`src/rtl/cpu_step_if.sv`:
```
// cpu_step_if: button/halt inputs and enable/status outputs of the run/step controller.
// master = the side driving buttons and halt (board/test), slave = cpu_step_ctrl.
interface cpu_step_if #(
   parameter int CNT_W = 16
);
   logic             btn_step;
   logic             btn_mode;
   logic             halt_req;
   logic             cpu_en;
   logic             running;
   logic             stopped;
   logic [CNT_W-1:0] step_cnt;

   modport master (
      output btn_step, btn_mode, halt_req,
      input  cpu_en, running, stopped, step_cnt
   );

   modport slave (
      input  btn_step, btn_mode, halt_req,
      output cpu_en, running, stopped, step_cnt
   );
endinterface

```
`src/rtl/cpu_step_ctrl.sv`:
```
// cpu_step_ctrl: run/single-step controller producing the CPU clock-enable.
// Each button level change is one press. A step press issues a burst of STEP_BURST
// enable cycles; the mode button toggles a divided continuous run. halt_req parks the
// controller in S_STOP until the next mode press.
// Optional feature: define STEP_CTRL_AUTOCLR_EN to clear step_cnt on leaving S_STOP.
module cpu_step_ctrl #(
   parameter int RUN_DIV    = 4,
   parameter int STEP_BURST = 1,
   parameter int CNT_W      = 16
) (
   input  logic      clk,
   input  logic      rst_n,
   cpu_step_if.slave bus
);

   localparam int DIV_W   = (RUN_DIV    > 1) ? $clog2(RUN_DIV)    : 1;
   localparam int BURST_W = (STEP_BURST > 1) ? $clog2(STEP_BURST) : 1;
   localparam logic [DIV_W-1:0]   DIV_LAST   = DIV_W'(RUN_DIV - 1);
   localparam logic [BURST_W-1:0] BURST_LOAD = BURST_W'(STEP_BURST - 1);
   localparam logic [CNT_W-1:0]   CNT_MAX    = {CNT_W{1'b1}};

   typedef enum logic [1:0] {S_HALT, S_STEP, S_RUN, S_STOP} state_t;

   state_t             state_q, state_d;
   logic [2:0]         step_sync_q, mode_sync_q;  // [0]=s1, [1]=s2, [2]=history s3
   logic [1:0]         arm_q;
   logic               step_evt_q, mode_evt_q;
   logic [DIV_W-1:0]   div_q, div_d;
   logic [BURST_W-1:0] burst_q, burst_d;           // enable cycles left after the current one
   logic               cpu_en_q, cpu_en_d;
   logic [CNT_W-1:0]   cnt_q, cnt_d;
   logic               armed;

   // Arm guard: the sync chain fills for three edges after reset before any press counts,
   // so a button already at 1 through reset release does not look like a press.
   assign armed = (arm_q == 2'd3);

   // Button synchronisers, arm counter and registered press events
   always_ff @(posedge clk or negedge rst_n) begin
      if (!rst_n) begin
         step_sync_q <= '0;
         mode_sync_q <= '0;
         arm_q       <= '0;
         step_evt_q  <= 1'b0;
         mode_evt_q  <= 1'b0;
      end else begin
         step_sync_q <= {step_sync_q[1:0], bus.btn_step};
         mode_sync_q <= {mode_sync_q[1:0], bus.btn_mode};
         if (!armed) arm_q <= arm_q + 2'd1;
         step_evt_q  <= armed & (step_sync_q[1] ^ step_sync_q[2]);
         mode_evt_q  <= armed & (mode_sync_q[1] ^ mode_sync_q[2]);
      end
   end

   // State register plus registered enable, divider, burst counter and step count
   always_ff @(posedge clk or negedge rst_n) begin
      if (!rst_n) begin
         state_q  <= S_HALT;
         div_q    <= '0;
         burst_q  <= '0;
         cpu_en_q <= 1'b0;
         cnt_q    <= '0;
      end else begin
         state_q  <= state_d;
         div_q    <= div_d;
         burst_q  <= burst_d;
         cpu_en_q <= cpu_en_d;
         cnt_q    <= cnt_d;
      end
   end

   // Next-state logic; the divider restarts from 0 whenever the FSM is not staying in S_RUN
   always_comb begin
      state_d = state_q;
      div_d   = '0;
      burst_d = burst_q;
      case (state_q)
         S_HALT: begin
            if (mode_evt_q) begin
               state_d = S_RUN;                // mode wins over a simultaneous step
            end else if (step_evt_q) begin
               state_d = S_STEP;
               burst_d = BURST_LOAD;
            end
         end
         S_STEP: begin
            if (bus.halt_req)        state_d = S_STOP;
            else if (burst_q == '0)  state_d = S_HALT;
            else                     burst_d = burst_q - 1'b1;
         end
         S_RUN: begin
            if (bus.halt_req)        state_d = S_STOP;   // halt beats a mode press
            else if (mode_evt_q)     state_d = S_HALT;
            else                     div_d = (div_q == DIV_LAST) ? '0 : div_q + 1'b1;
         end
         S_STOP: begin
            if (mode_evt_q)          state_d = S_HALT;
         end
         default:                    state_d = S_HALT;
      endcase
   end

   // Output logic: status decode, next enable and saturating step count
   always_comb begin
      bus.running = (state_q == S_RUN);
      bus.stopped = (state_q == S_STOP);
      bus.cpu_en  = cpu_en_q;
      bus.step_cnt = cnt_q;
      // Run pulse fires on the edge after the divider reaches its last value, so the
      // first pulse lands RUN_DIV edges after entry.
      cpu_en_d = (state_d == S_STEP) ||
                 ((state_q == S_RUN) && (state_d == S_RUN) && (div_q == DIV_LAST));
      cnt_d = cnt_q;
      if (cpu_en_d && (cnt_q != CNT_MAX)) cnt_d = cnt_q + 1'b1;
`ifdef STEP_CTRL_AUTOCLR_EN
      if ((state_q == S_STOP) && (state_d == S_HALT)) cnt_d = '0;
`else
      // step_cnt survives leaving S_STOP; only rst_n clears it
`endif
   end

endmodule

```
`src/flat_wrapper.sv`:
```
// flat-port wrapper written by rule: the top's interface ports become plain ports
module cpu_step_ctrl_flat 
#(
   parameter int RUN_DIV    = 4,
   parameter int STEP_BURST = 1,
   parameter int CNT_W      = 16
)
  (clk, rst_n, bus_btn_step, bus_btn_mode, bus_halt_req, bus_cpu_en, bus_running, bus_stopped, bus_step_cnt);
  cpu_step_if #(.CNT_W(CNT_W)) bus_i ();
  input  logic clk;
  input  logic rst_n;
  input wire logic [$bits(bus_i.btn_step)-1:0] bus_btn_step;
  input wire logic [$bits(bus_i.btn_mode)-1:0] bus_btn_mode;
  input wire logic [$bits(bus_i.halt_req)-1:0] bus_halt_req;
  output wire logic [$bits(bus_i.cpu_en)-1:0] bus_cpu_en;
  output wire logic [$bits(bus_i.running)-1:0] bus_running;
  output wire logic [$bits(bus_i.stopped)-1:0] bus_stopped;
  output wire logic [$bits(bus_i.step_cnt)-1:0] bus_step_cnt;
  assign bus_i.btn_step = bus_btn_step;
  assign bus_i.btn_mode = bus_btn_mode;
  assign bus_i.halt_req = bus_halt_req;
  assign bus_cpu_en = bus_i.cpu_en;
  assign bus_running = bus_i.running;
  assign bus_stopped = bus_i.stopped;
  assign bus_step_cnt = bus_i.step_cnt;
  cpu_step_ctrl #(.RUN_DIV(RUN_DIV), .STEP_BURST(STEP_BURST), .CNT_W(CNT_W)) u_core (.clk(clk), .rst_n(rst_n), .bus(bus_i));
endmodule
```
`config.mk`:
```
export PLATFORM = sky130hd
export DESIGN_NAME = cpu_step_ctrl_flat
export DESIGN_NICKNAME = d
export VERILOG_FILES = /design/src/rtl/cpu_step_if.sv /design/src/rtl/cpu_step_ctrl.sv /design/src/flat_wrapper.sv
export SDC_FILE = /design/constraint.sdc
export NUM_CORES = 1
export LEC_CHECK = 0
export ABC_CLOCK_PERIOD_IN_PS = 4700
export CAP_MARGIN = 5
export CORE_MARGIN = 1.5
export CORE_UTILIZATION = 55
export DETAILED_ROUTE_END_ITERATION = 10
export PLACE_DENSITY = 0.82
export SLEW_MARGIN = 20
export SYNTH_ARGS = -nofsm -noshare
export SYNTH_HDL_FRONTEND = slang
export SYNTH_SLANG_ARGS = --single-unit
```
`constraint.sdc`:
```
create_clock -name clk -period 4.7 [get_ports clk]
set_input_delay 0.94 -clock clk [delete_from_list [all_inputs] [get_ports clk]]
set_output_delay 0.94 -clock clk [all_outputs]
set_load 0.01 [all_outputs]
```
---- After elaboration in Yosys (flattened, before gate mapping) ----
Index checks and enable logic that the tools add are counted.
cells by class
  equality and inequality tests ........... 11
  reductions and logical operators ........ 7
  mux-type cells .......................... 16
  bitwise logic cells ..................... 4
  $add $sub $neg .......................... 4
operators with widths
  kind                                                                    number
  2-bit two-way mux                                                       10
  16-bit by 1-bit adder with 16-bit output (second input constant)        1
  16-bit != test (second input constant)                                  1
  2-bit equality test (second input constant)                             5
  2-bit one-hot mux with 4 select lines                                   1
  2-bit by 1-bit adder with 2-bit output (second input constant)          2
  2-bit by 1-bit equality test with 1-bit output (second input constant)  2
  1-bit two-way mux                                                       4
  2-bit != test (second input constant)                                   2
  4-bit AND reduction                                                     1
  1-bit logical AND                                                       3
  1-bit AND                                                               2
  2-bit logical NOT                                                       1
  2-bit by 1-bit != test with 1-bit output (second input constant)        1
  1-bit one-hot mux with 2 select lines                                   1
  2-bit nonzero test                                                      1
  1-bit XOR                                                               2
  1-bit logical OR                                                        1
  1-bit subtractor (second input constant)                                1
storage, ports and cells
  bits of input ports ..................... 5
  bits in registers ....................... 32
  logic and storage cells ................. 52

---- Logic depth before layout (Yosys ltp) ----
  depth in word-level cells ............... 8
  mapped depth ............................ 6
  mapped depth without buffers ............ 5

---- Worst setup path after synthesis ----
No wires, ideal clock.
  path kind ............................... input-to-reg
  from .................................... input port bus_halt_req
  to ...................................... register u_core.cnt_q[1], in the netlist u_core.bus.step_cnt[1]
  arrival time ............................ 2.081 ns
  data required time ...................... 4.575 ns
  setup slack ............................. 2.494 ns
  stages on the path ...................... 4
  cells stage by stage .................... nand3b_1 a211oi_2 o21a_1 mux2_4
between the ends
  cells in the longest elaborated chain, start to end .. 7
  elaborated cells between the ends (all ways) .. 9
RTL lines
  what                                         RTL line                                  source
  from (decl)                                  flat_wrapper.sv:14                        input wire logic [$bits(bus_i.halt_req)-1:0] bus_halt_req;
  2-bit two-way mux, on equally long branches  cpu_step_ctrl.sv:92, cpu_step_ctrl.sv:87
  2-bit one-hot mux with 4 select lines *      cpu_step_ctrl.sv:77                       case (state_q)
  2-bit equality test                          cpu_step_ctrl.sv:112                      ((state_q == S_RUN) && (state_d == S_RUN) && (div_q == DIV_LAST));
  1-bit logical AND (2 in series)              cpu_step_ctrl.sv:112
  1-bit logical OR *                           cpu_step_ctrl.sv:111                      cpu_en_d = (state_d == S_STEP) ||
  1-bit logical AND *                          cpu_step_ctrl.sv:114                      if (cpu_en_d && (cnt_q != CNT_MAX)) cnt_d = cnt_q + 1'b1;
  to (signal assigned)                         cpu_step_ctrl.sv:68                       cnt_q <= cnt_d;
  to (decl)                                    cpu_step_ctrl.sv:31                       logic [CNT_W-1:0] cnt_q, cnt_d;
Every way passes the cells marked *; elsewhere a longest branch is shown, timed or not.
A chain may end at the register's enable or synchronous reset.

---- Worst setup path after layout ----
Ends and elaborated chain as after synthesis.

==> flow_summary.json <==
{
  "status": "completed",
  "r2r_end": "u_core.bus.step_cnt[1]$_DFFE_PN0P_",
  "netlist.area_leader.share": 0.540,
  "drv_slew": 0,
  "start_util": 0.580,
  "h-tree-depth": 2,
  "wl_met2_mm": 1.22,
  "setup_ws_ps": 2020,
  "met1_length_mm": 1.18,
  "avgRoutedWirePerCell_microns": 14.4,
  "place_congestion": 0.751,
  "io-pin-count": 24,
  "cts.sinks": 31,
  "min_period_ps": 2680,
  "yosysWarningCount": 0,
  "synth_nets": 125,
  "synth_compound_area_frac": 0.144,
  "fp-row-count": 18,
  "cp-end-kind": "register",
  "crit_family": "compound AO/OA/AOI/OAI gates",
  "synth.top_cells.by_area": "dfrtp_1 (54%), xnor2_1 (8.5%), o211ai_2 (7.8%)",
  "skew_ps": 4.17,
  "drive_above_1_share": 0.184,
  "yosysMostFrequentCell": "dfrtp_1",
  "fin_util": 0.720,
  "cpPeakStageDelay_ps": 700,
  "cts_tree": "built",
  "drc": 0,
  "powerDensity_nw_per_um2": 394,
  "clk_pin_slew_ps": 100,
  "grt_max_degree": 32,
  "synthMuxAreaShare": 0.0183,
  "slowest_stage": "a211oi_2",
  "p_leak_nw": 0.802,
  "ys_seq_elements": 31,
  "post-synth-top-area-cell": "dfrtp_1",
  "r2r-start": "u_core.bus.step_cnt[0]$_DFFE_PN0P_",
  "dp_slack_ps": 1720,
  "final-instance-count-excl-fill": 177,
  "wl_met3_microns": 109,
  "cts_buffers": 5,
  "reg2reg_setup_slack_ps": 2470,
  "maxCapViolCount": 0,
  "dr.max_layer_used": "met4",
  "slew_headroom": 0.472,
  "worstHoldPathCells": 0,
  "path_cells": "clkdlybuf4s50_1 -> nand3b_1 -> a211oi_2 -> o21a_1 -> mux2_4",
  "ant_nets": 0,
  "critPathKind": "in2reg",
  "whs_endpoint": "u_core.step_sync_q[1]$_DFF_PN0_",
  "synth.avg_cell_area_sq_um": 12.3,
  "detail_route.iter0.violations": 12,
  "cts_resized": 0,
  "grt-ovfl-total": 0,
  "n_fill_cell": 197,
  "dr.pass1.iters": 4,
  "synth_top_family_by_area": "simple AND/OR/NAND/NOR gates",
  "critPathBufInv": 1,
  "root_buffer": "clkbuf_4",
  "vias": 1001,
  "port_buffers": 23,
  "antenna_cells": 0,
  "die_w_microns": 54.1,
  "hp-class": "reg2reg",
  "fin_crit_sh": 0.571,
  "async_flop_share": 1.00,
  "core_sq_um": 2480,
  "path_max_fanout": 11,
  "syn_area_sq_um": 1440,
  "required_ps": 4920,
  "area_delta_synth_final_pct": 24.1,
  "dp_hpwl_mm": 1.76,
  "tns_ps": 0,
  "synth_fa_ha_area_frac": 0.0261,
  "synth_cell_types": 32,
  "grt_pass1_vias": 911,
  "fp.dieArea_sq_um": 2930,
  "avgViaCountPerCell": 5.66,
  "clock_latency_ps": 330,
  "synth-simple-area-share": 0.144,
  "ys_seq_area_frac": 0.540,
  "hp-start": "u_core.step_sync_q[0]$_DFF_PN0_",
  "dp_cells": 169,
  "cp.arrival_ps": 2900,
  "synth_common_cells": "dfrtp_1 (31), xnor2_1 (14), o211ai_2 (9)",
  "max_freq_ghz": 0.373,
  "cts_setup_buffers": 0,
  "r2r_cells": 5,
  "report.final.hold_viol_count": 0,
  "die_h_microns": 54.1,
  "synthXorXnorAreaFrac": 0.104,
  "grt_setup_unrepaired": "false",
  "cts_hold_buffers": 0,
  "routed_wl_mm": 2.54,
  "critPathLaunchType": "input pin",
  "synthFlopType": "dfrtp_1",
  "synth_edf_count": 0,
  "synthCells": 117,
  "grt_pass1_wl_mm": 4.11,
  "finalSetupViolCount": 0,
  "max-vdd-ir-drop_uv": 307,
  "worst_slew_pin_slew_ps": 791,
  "grt_antenna_before_repair": 0,
  "track_usage": 0.202,
  "fin_nets": 154,
  "clk_path_buf_depth": 2
}
[registers in the layout, summed over array words and instances, names as in the netlist]
name,count
u_core.state_q,2
u_core.mode_evt_q,1
u_core.arm_q,2
u_core.mode_sync_q,3
u_core.step_evt_q,1
u_core.div_q,2
u_core.bus.step_cnt,16
u_core.step_sync_q,3
u_core.bus.cpu_en,1
[cells in the final DEF, fill, tap and decap left out, types with 2 or more instances in the layout]
cell type	Yosys	layout
nand3_1	3	3
buf_4	1	2
clkbuf_4	0	5
and3_1	3	3
a21oi_1	5	5
nor2_1	5	5
xnor2_1	14	14
nor4_1	2	2
and2_1	4	4
o2111ai_1	2	2
xor2_1	3	3
nor3_1	3	3
and2_2	2	2
o21ai_0	2	2
dfrtp_1	31	31
nand2_1	5	5
o211ai_2	9	9
inv_1	3	3
ha_1	3	3
nand4_1	3	3
nor2b_1	2	2
clkdlybuf4s50_1	0	23
[area by class of cell]
class	instances	area (sq um)	area share
inverters	3	11.3	0.00631
repair buffers	25	245	0.137
clock buffers	6	51.3	0.0288
multi-input cells	80	628	0.352
well taps	30	37.5	0.0210
flip-flops and latches	31	776	0.435
clock inverters	2	35.0	0.0196
[worst register-to-register path: stages, from the launching register on]
cell     delay [ps]
dfrtp_1         450
ha_1            220
nand3_1         190
or4_4           700
o21a_1          260
mux2_4          310
[where the power goes]
part | internal (W) | total [W] | switching [W] | leakage [nW]
sequential | 0.000296 | 0.000336 | 0.0000397 | 0.394
clock | 0.000126 | 0.000215 | 0.0000897 | 0.0482
combinational | 0.0000839 | 0.000151 | 0.0000671 | 0.359
[cell families (layout without fill, tap and decap cells)]
| kind of cell | Yosys count | after routing |
|---|---|---|
| buffers and inverters | 6 | 36 |
| AOI/OAI and AO/OA | 22 | 22 |
| muxes | 2 | 2 |
| DFF | 31 | 31 |
| and+or+nand+nor | 36 | 36 |
| adders and majority gates | 3 | 3 |
| xor gates and xnor gates | 17 | 17 |
[worst max-delay path by stage]
stage            startpoint                                 end  slack, ps  depth (start not counted)
5_1_grt        bus_halt_req  u_core.bus.step_cnt[1]$_DFFE_PN0P_       1960                          5
4_1_cts        bus_halt_req  u_core.bus.step_cnt[1]$_DFFE_PN0P_       2030                          5
3_3_place_gp   bus_halt_req  u_core.bus.step_cnt[1]$_DFFE_PN0P_       1750                          5
3_5_place_dp   bus_halt_req  u_core.bus.step_cnt[1]$_DFFE_PN0P_       1720                          5
2_1_floorplan  bus_halt_req  u_core.bus.step_cnt[1]$_DFFE_PN0P_       2490                          4
6_report       bus_halt_req  u_core.bus.step_cnt[1]$_DFFE_PN0P_       2020                          5
[routing by layer]
| metal | up-vias | track usage |
|---|---|---|
| li1 | 482 | - |
| met1 | 495 | 0.247 |
| met2 | 20 | 0.317 |
| met3 | 4 | 0.0722 |
| met4 | 0 | 0.0917 |
| met5 | - | 0 |
[per-stage QoR]
stage                     hold slack [ps]  cell area, sq um  total power [W]
after floorplan                       331              1440         0.000411
after global placement                333              1700         0.000483
after detailed placement              344              1700         0.000489
after CTS                             366              1780         0.000710
after global routing                  382              1780         0.000744
final                                 362              1780         0.000702
No activity file was read; power rests on OpenSTA's default activity.
